**config.mk**
```make
export PLATFORM = sky130hd
export DESIGN_NAME = kugelblitz_extract
export DESIGN_NICKNAME = d
export VERILOG_FILES = /design/src/rtl/kugelblitz_extract.sv
export SDC_FILE = /design/constraint.sdc
export NUM_CORES = 1
export LEC_CHECK = 0
export ABC_AREA = 1
export BUFFER_PORTS_ARGS = -buffer_cell sky130_fd_sc_hd__buf_2
export CORE_AREA = 2 2 264 266
export DETAILED_ROUTE_END_ITERATION = 8
export DIE_AREA = 0 0 266 268
export GPL_TIMING_DRIVEN = 0
export HOLD_SLACK_MARGIN = 0.15
export PLACE_DENSITY = 0.45
export SYNTH_ARGS = -nofsm -noshare
export SYNTH_HDL_FRONTEND = slang
export SYNTH_SLANG_ARGS = --single-unit
```
**constraint.sdc**
```tcl
create_clock -name clk -period 3.8 [get_ports clk]
set_input_delay 0.38 -clock clk [delete_from_list [all_inputs] [get_ports clk]]
set_output_delay 0.38 -clock clk [all_outputs]
set_load 0.05 [all_outputs]
```
**src/rtl/kugelblitz_extract.sv**
```systemverilog
// Passive AXI-Stream byte extractor: snoops frames, captures one byte per frame at a
// programmable offset into a small FIFO, and exposes control/status/data over AXI-Lite.
module kugelblitz_extract #(
    parameter int AXIS_DATA_WIDTH = 512,
    parameter int AXIS_KEEP_WIDTH = AXIS_DATA_WIDTH / 8,
    parameter int AXIL_DATA_WIDTH = 32,
    parameter int AXIL_ADDR_WIDTH = 8,
    parameter int FIFO_DEPTH      = 16
) (
    input  logic                         clk,
    input  logic                         rst,

    input  logic [AXIS_DATA_WIDTH-1:0]   s_axis_tdata,
    input  logic [AXIS_KEEP_WIDTH-1:0]   s_axis_tkeep,
    input  logic                         s_axis_tvalid,
    input  logic                         s_axis_tready,
    input  logic                         s_axis_tlast,

    input  logic [AXIL_ADDR_WIDTH-1:0]   s_axil_awaddr,
    input  logic [2:0]                   s_axil_awprot,
    input  logic                         s_axil_awvalid,
    output logic                         s_axil_awready,
    input  logic [AXIL_DATA_WIDTH-1:0]   s_axil_wdata,
    input  logic [AXIL_DATA_WIDTH/8-1:0] s_axil_wstrb,
    input  logic                         s_axil_wvalid,
    output logic                         s_axil_wready,
    output logic [1:0]                   s_axil_bresp,
    output logic                         s_axil_bvalid,
    input  logic                         s_axil_bready,
    input  logic [AXIL_ADDR_WIDTH-1:0]   s_axil_araddr,
    input  logic [2:0]                   s_axil_arprot,
    input  logic                         s_axil_arvalid,
    output logic                         s_axil_arready,
    output logic [AXIL_DATA_WIDTH-1:0]   s_axil_rdata,
    output logic [1:0]                   s_axil_rresp,
    output logic                         s_axil_rvalid,
    input  logic                         s_axil_rready
);

    localparam int PTR_W = $clog2(FIFO_DEPTH);
    localparam int CNT_W = PTR_W + 1;

    localparam logic [AXIL_ADDR_WIDTH-1:0] ADDR_CTRL   = AXIL_ADDR_WIDTH'(8'h00);
    localparam logic [AXIL_ADDR_WIDTH-1:0] ADDR_OFFSET = AXIL_ADDR_WIDTH'(8'h04);
    localparam logic [AXIL_ADDR_WIDTH-1:0] ADDR_STATUS = AXIL_ADDR_WIDTH'(8'h08);
    localparam logic [AXIL_ADDR_WIDTH-1:0] ADDR_DATA   = AXIL_ADDR_WIDTH'(8'h0C);

    logic              enable;
    logic [13:0]       offset;
    logic              flush_pend;

    logic [8:0]        beat_cnt;
    logic              frame_captured;
    logic              cap_valid;
    logic [7:0]        cap_byte;

    logic [7:0]        mem [FIFO_DEPTH];
    logic [PTR_W-1:0]  wr_ptr;
    logic [PTR_W-1:0]  rd_ptr;
    logic [CNT_W-1:0]  fill_cnt;
    logic [15:0]       drop_cnt;

    logic              aw_rdy;
    logic              ar_rdy;
    logic              bvalid;
    logic              rvalid;
    logic [AXIL_DATA_WIDTH-1:0] rdata;

    logic              xfer;
    logic [5:0]        lane;
    logic              capture;
    logic              wr_hs;
    logic              rd_hs;
    logic              fifo_full;
    logic              fifo_empty;
    logic              pop;
    logic              push_ok;
    logic              drop;
    logic [31:0]       rd_word;
    logic              unused_ok;

    assign xfer    = s_axis_tvalid && s_axis_tready;
    assign lane    = offset[5:0];
    // beat_cnt parked at 256 can never match an 8-bit beat index, so saturation blocks capture
    assign capture = xfer && enable && !frame_captured
                     && (beat_cnt == {1'b0, offset[13:6]})
                     && s_axis_tkeep[lane];

    assign wr_hs = aw_rdy && s_axil_awvalid && s_axil_wvalid;
    assign rd_hs = ar_rdy && s_axil_arvalid;

    assign fifo_full  = (fill_cnt == CNT_W'(FIFO_DEPTH));
    assign fifo_empty = (fill_cnt == '0);
    assign pop        = rd_hs && (s_axil_araddr == ADDR_DATA) && !fifo_empty && !flush_pend;
    assign push_ok    = cap_valid && !flush_pend && (!fifo_full || pop);
    assign drop       = cap_valid && !flush_pend && !push_ok;

    assign s_axil_awready = aw_rdy;
    assign s_axil_wready  = aw_rdy;
    assign s_axil_bvalid  = bvalid;
    assign s_axil_bresp   = 2'b00;
    assign s_axil_arready = ar_rdy;
    assign s_axil_rvalid  = rvalid;
    assign s_axil_rresp   = 2'b00;
    assign s_axil_rdata   = rdata;

    assign unused_ok = ^{s_axil_awprot, s_axil_arprot, s_axil_wstrb, s_axil_wdata};

    always_ff @(posedge clk or posedge rst) begin
        if (rst) begin
            beat_cnt       <= '0;
            frame_captured <= 1'b0;
            cap_valid      <= 1'b0;
            cap_byte       <= '0;
        end else begin
            cap_valid <= capture;
            if (capture) begin
                cap_byte <= s_axis_tdata[{lane, 3'b000} +: 8];
            end
            if (xfer) begin
                if (s_axis_tlast) begin
                    beat_cnt       <= '0;
                    frame_captured <= 1'b0;
                end else begin
                    if (beat_cnt != 9'd256) begin
                        beat_cnt <= beat_cnt + 9'd1;
                    end
                    if (capture) begin
                        frame_captured <= 1'b1;
                    end
                end
            end
        end
    end

    always_ff @(posedge clk or posedge rst) begin
        if (rst) begin
            aw_rdy     <= 1'b0;
            bvalid     <= 1'b0;
            enable     <= 1'b0;
            offset     <= '0;
            flush_pend <= 1'b0;
        end else begin
            aw_rdy     <= s_axil_awvalid && s_axil_wvalid && !bvalid && !aw_rdy;
            flush_pend <= 1'b0;
            if (wr_hs) begin
                bvalid <= 1'b1;
                if (s_axil_awaddr == ADDR_CTRL) begin
                    enable     <= s_axil_wdata[0];
                    flush_pend <= s_axil_wdata[1];
                end else if (s_axil_awaddr == ADDR_OFFSET) begin
                    offset <= s_axil_wdata[13:0];
                end
            end else if (s_axil_bready) begin
                bvalid <= 1'b0;
            end
        end
    end

    always_comb begin
        rd_word = '0;
        if (s_axil_araddr == ADDR_CTRL) begin
            rd_word[0] = enable;
        end else if (s_axil_araddr == ADDR_OFFSET) begin
            rd_word[13:0] = offset;
        end else if (s_axil_araddr == ADDR_STATUS) begin
            rd_word[4:0]   = 5'(fill_cnt);
            rd_word[8]     = fifo_empty;
            rd_word[9]     = fifo_full;
            rd_word[31:16] = drop_cnt;
        end else if (s_axil_araddr == ADDR_DATA) begin
            if (pop) begin
                rd_word = {1'b1, 23'b0, mem[rd_ptr]};
            end
        end
    end

    always_ff @(posedge clk or posedge rst) begin
        if (rst) begin
            ar_rdy <= 1'b0;
            rvalid <= 1'b0;
            rdata  <= '0;
        end else begin
            ar_rdy <= s_axil_arvalid && !rvalid && !ar_rdy;
            if (rd_hs) begin
                rvalid <= 1'b1;
                rdata  <= AXIL_DATA_WIDTH'(rd_word);
            end else if (s_axil_rready) begin
                rvalid <= 1'b0;
            end
        end
    end

    // A flush wins over a same-cycle push or pop
    always_ff @(posedge clk or posedge rst) begin
        if (rst) begin
            wr_ptr   <= '0;
            rd_ptr   <= '0;
            fill_cnt <= '0;
            drop_cnt <= '0;
        end else if (flush_pend) begin
            wr_ptr   <= '0;
            rd_ptr   <= '0;
            fill_cnt <= '0;
            drop_cnt <= '0;
        end else begin
            if (push_ok) begin
                wr_ptr <= wr_ptr + PTR_W'(1);
            end
            if (pop) begin
                rd_ptr <= rd_ptr + PTR_W'(1);
            end
            if (push_ok && !pop) begin
                fill_cnt <= fill_cnt + CNT_W'(1);
            end else if (pop && !push_ok) begin
                fill_cnt <= fill_cnt - CNT_W'(1);
            end
            if (drop && (drop_cnt != 16'hFFFF)) begin
                drop_cnt <= drop_cnt + 16'd1;
            end
        end
    end

    always_ff @(posedge clk) begin
        if (push_ok) begin
            mem[wr_ptr] <= cap_byte;
        end
    end

endmodule

```
==> flow_summary.rst <==
.. list-table::
   :header-rows: 1

   * - Metric
     - Value
   * - Clock tree skew after final layout
     - around 7.2 ps
   * - Transition time at the pin with the least slew margin
     - 1117 ps
   * - Largest voltage drop on the vdd net
     - approximately 0.00026 V
   * - Min-delay src
     - s_axil_awaddr[6]
   * - Shortest clock period the worst path allows after layout
     - roughly 3000 ps
   * - Slowest stage cell on the critical path
     - sky130_fd_sc_hd__clkbuf_1
   * - Cell taking the most area after synthesis
     - sky130_fd_sc_hd__edfxtp_1
   * - WL per Instance
     - ~25 um
   * - Global-route wire length before repair
     - roughly 140 mm
   * - Crit path max-delay family
     - buffers and inverters
   * - Site row count
     - between 90 and 100
   * - Sum of overflow across all layers after global routing
     - 0
   * - Number of cells upsized or downsized after cts
     - 0
   * - Final HPWL DP
     - a little over 80 mm
   * - Final-stage net count
     - around 3700
   * - Total chip power
     - 5.994 mW
   * - Startpoint of the worst register-to-register path
     - offset[2]
   * - Via count of the routed design
     - roughly 19000
   * - Overall fraction of global-route tracks in use
     - 27.01%
   * - Via/cell ratio
     - 4.920
   * - Path type of the worst min-delay path
     - in -> reg
   * - TNS Setup
     - 0 ps
   * - Result of the run
     - complete, no violations
   * - Worst setup slack before clock tree synthesis
     - roughly 700 ps
   * - Critical path buffers and inverters
     - 3
   * - Number of clock sinks
     - about 230
   * - Number of standard cells after synthesis
     - ~2300
   * - Synthesized flop and latch total
     - between 200 and 250
   * - Drt pass-1 iters
     - 5
   * - Largest net degree at the start of global routing
     - 61
   * - Die Span Y
     - 268 um
   * - Timing startpoint of the critical path
     - offset[2]
   * - Endpoint arrival time on the critical path
     - roughly 3500 ps
   * - Cell at the root of the clock tree
     - sky130_fd_sc_hd__clkbuf_16
   * - Commonest cells in the netlist
     - sky130_fd_sc_hd__nand2_1, sky130_fd_sc_hd__nand3_1, sky130_fd_sc_hd__edfxtp_1
   * - Number of synthesized flops with an enable pin
     - 128
   * - Total power divided by cell area
     - 278.8 nW/um^2
   * - Startpoint-to-endpoint class of the critical path
     - reg -> reg
   * - Leakage power figure
     - 10.55 nW
   * - Area of the core
     - between 60000 and 70000 sq um
   * - Share of the cycle needed by the critical path after routing
     - roughly 79%
   * - Maximum level of the CTS H-tree
     - 1
   * - Worst-path fanout max
     - 10
   * - Per-instance average area after synthesis
     - about 6.8 sq um
   * - Yosys synthesis warning count
     - 0
   * - Top cells by area in the synthesized netlist
     - sky130_fd_sc_hd__edfxtp_1, sky130_fd_sc_hd__nand2_1, sky130_fd_sc_hd__nand3_1, sky130_fd_sc_hd__dfrtp_1, sky130_fd_sc_hd__buf_2
   * - Non-filler cells in the finished layout
     - 3960
   * - Instance area at placement
     - between 20000 and 25000 sq um
   * - Number of design-rule violations left by the first detailed-router iteration
     - 1666
   * - Die ar.
     - between 70000 and 80000 sq um
   * - Width of the chip
     - ~270 um
   * - Element type at the critical path start
     - flop
   * - Layout overhead on the synthesized area
     - 34.88%
   * - Post-route DRC violation count
     - 0
   * - Core occupancy in the finished layout
     - 31.52%
   * - Worst hold slack after final layout
     - 254.5 ps
   * - Data required time at the worst endpoint
     - ~4300 ps
   * - Cell with the most instances after synthesis
     - sky130_fd_sc_hd__nand2_1
   * - Worst slew margin
     - between 20% and 30%
   * - Share of flip-flops with an asynchronous set or reset after synthesis
     - a little over two fifths
   * - CTS tree
     - built
   * - Fraction of synthesized cell area taken by the top area cell type
     - around a quarter
   * - # port buffers
     - 650
   * - Delay contributed by the slowest stage of the critical path
     - around 670 ps
   * - Clock buffer depth
     - 3
   * - Cell Area, Synth
     - ~16000 sq um
   * - Worst-path cell chain
     - inv_2 > clkbuf_1 > buf_2 > nand3_1 > nand2_1 > nand2_1 > nand3_1 > nand3_1 > nand2_1 > nand3_1 > nand2_1
   * - Starting density of the core
     - between 20% and 30%
   * - Clock transition time at the flip-flop clock pins of the worst setup and hold paths
     - approximately 60 ps
   * - Number of antenna violations at the first check in global routing
     - 29
   * - Maximum frequency from static timing analysis
     - roughly 0.34 GHz
   * - Final critical-path setup slack
     - between 800 and 900 ps
   * - Register area share after synthesis
     - between 30 and 40%
   * - Ys flop type
     - sky130_fd_sc_hd__edfxtp_1
   * - Endpoint kind of the worst setup timing path
     - flop
   * - Final setup viols
     - 0
   * - Fraction of layout cells with a size suffix above 1
     - 27.61%
   * - MaxCap Viol Count
     - 0
   * - Antenna Nets Post-Route
     - 0
   * - Hold Vio Cnt, Final
     - 0
   * - CTS buffer count
     - 26
   * - Total non-filler cell area in the finished layout
     - about 22000 sq um
   * - Unrepaired setup endpoints after global routing
     - no
   * - Boundary pin count
     - around 700
   * - Number of max-slew violations in the final report
     - 0
   * - Number of global-route vias before repair
     - 19060
   * - Clock latency on the worst-skew pair
     - 540 ps
   * - Gp weighted congestion
     - roughly 1
   * - Routed wire length
     - approximately 100 mm
   * - Number of placed instances with taps included
     - 3868
   * - Distinct cells, synth
     - 48
## power breakdown
part | leakage (nW) | internal (mW) | switching, mW
Sequential | 2.23 | 2.59 | 0.0187
Combinational | 7.89 | 0.375 | 0.450
Clock | 0.424 | 1.54 | 1.02
## layout by cell type (no fill, tap or decap), types with 7 or more instances in the layout
cell type,synthesis,final
sky130_fd_sc_hd__nand2_1,992,992
sky130_fd_sc_hd__buf_2,73,723
sky130_fd_sc_hd__nand3_1,608,608
sky130_fd_sc_hd__edfxtp_1,128,128
sky130_fd_sc_hd__dfrtp_1,98,98
sky130_fd_sc_hd__inv_1,66,65
sky130_fd_sc_hd__nor2_1,53,53
sky130_fd_sc_hd__a21oi_1,51,51
sky130_fd_sc_hd__buf_4,42,42
sky130_fd_sc_hd__o21ai_0,39,39
sky130_fd_sc_hd__clkbuf_1,30,38
sky130_fd_sc_hd__clkbuf_16,0,28
sky130_fd_sc_hd__dlygate4sd3_1,0,23
sky130_fd_sc_hd__diode_2,0,21
sky130_fd_sc_hd__nor3_1,16,16
sky130_fd_sc_hd__mux2i_1,13,13
sky130_fd_sc_hd__buf_1,12,12
sky130_fd_sc_hd__ha_1,12,12
sky130_fd_sc_hd__xor2_1,10,10
sky130_fd_sc_hd__o31ai_1,8,8
sky130_fd_sc_hd__nand4_1,7,7
sky130_fd_sc_hd__inv_2,7,7
## final timing paths
check / end / slack (ps) / cells after the start
setup / recovery: cap_byte[6] / 820 / 11
hold / removal: enable / 250 / 4
setup reg to reg: cap_byte[6] / 820 / 11
hold reg to reg: s_axil_arready / 450 / 1
max in group asynchronous: drop_cnt[5] / 2570 / 4
min in group asynchronous: offset[1] / 480 / 3
## layout make-up
class	count	area, sq um
multi-input combinational	1866	8452
sequential	226	6296
inverter	80	309.0
fill	7790	46720
antenna	21	52.55
clock buffer	39	772.0
clock inverter	9	100.1
timing repair buffer	674	3511
buffer	163	905.9
tap	882	1104
## worst min-delay path, stage by stage
cell,delay [ps]
sky130_fd_sc_hd__buf_2,80
sky130_fd_sc_hd__nor4_2,50
sky130_fd_sc_hd__nand2_1,100
sky130_fd_sc_hd__mux2_2,150
## logic make-up (layout without fill, tap and decap cells)
family                     Yosys count  after routing  share of synthesized area, %
AOI/OAI and AO/OA                  122            122                         4.301
xor gates and xnor gates            14             14                        0.7691
adders and majority gates           13             13                         1.067
buffers and inverters              243            965                         7.605
DFF                                226            226                         39.49
muxes                               14             14                        0.8869
other                                1             27                       0.02352
and+or+nand+nor                   1697           1697                         45.85
## sequential cells by signal, summed over array words and instances (netlist names), 4 cells and up
register,count
s_axil_rdata,30
wr_ptr,4
mem,128
drop_cnt,16
beat_cnt,9
fill_cnt,5
offset,14
cap_byte,8
rd_ptr,4
## metal layers
metal	vias to the layer above	GRT usage (%)	part of all wire (%)
met5	-	0	0.023
met4	4	13.62	5.6
met3	164	4.508	6.5
met2	826	45.77	48
met1	9303	33.16	40
li1	9188	-	-
## timing repair
item                                    in CTS  in global routing
endpoints found under the hold margin       59                  0
endpoints found under the setup margin       0                  0
buffers inserted                             0                  0
hold buffers                                23                  0
Note: power is estimated with default switching activity, not from simulation.
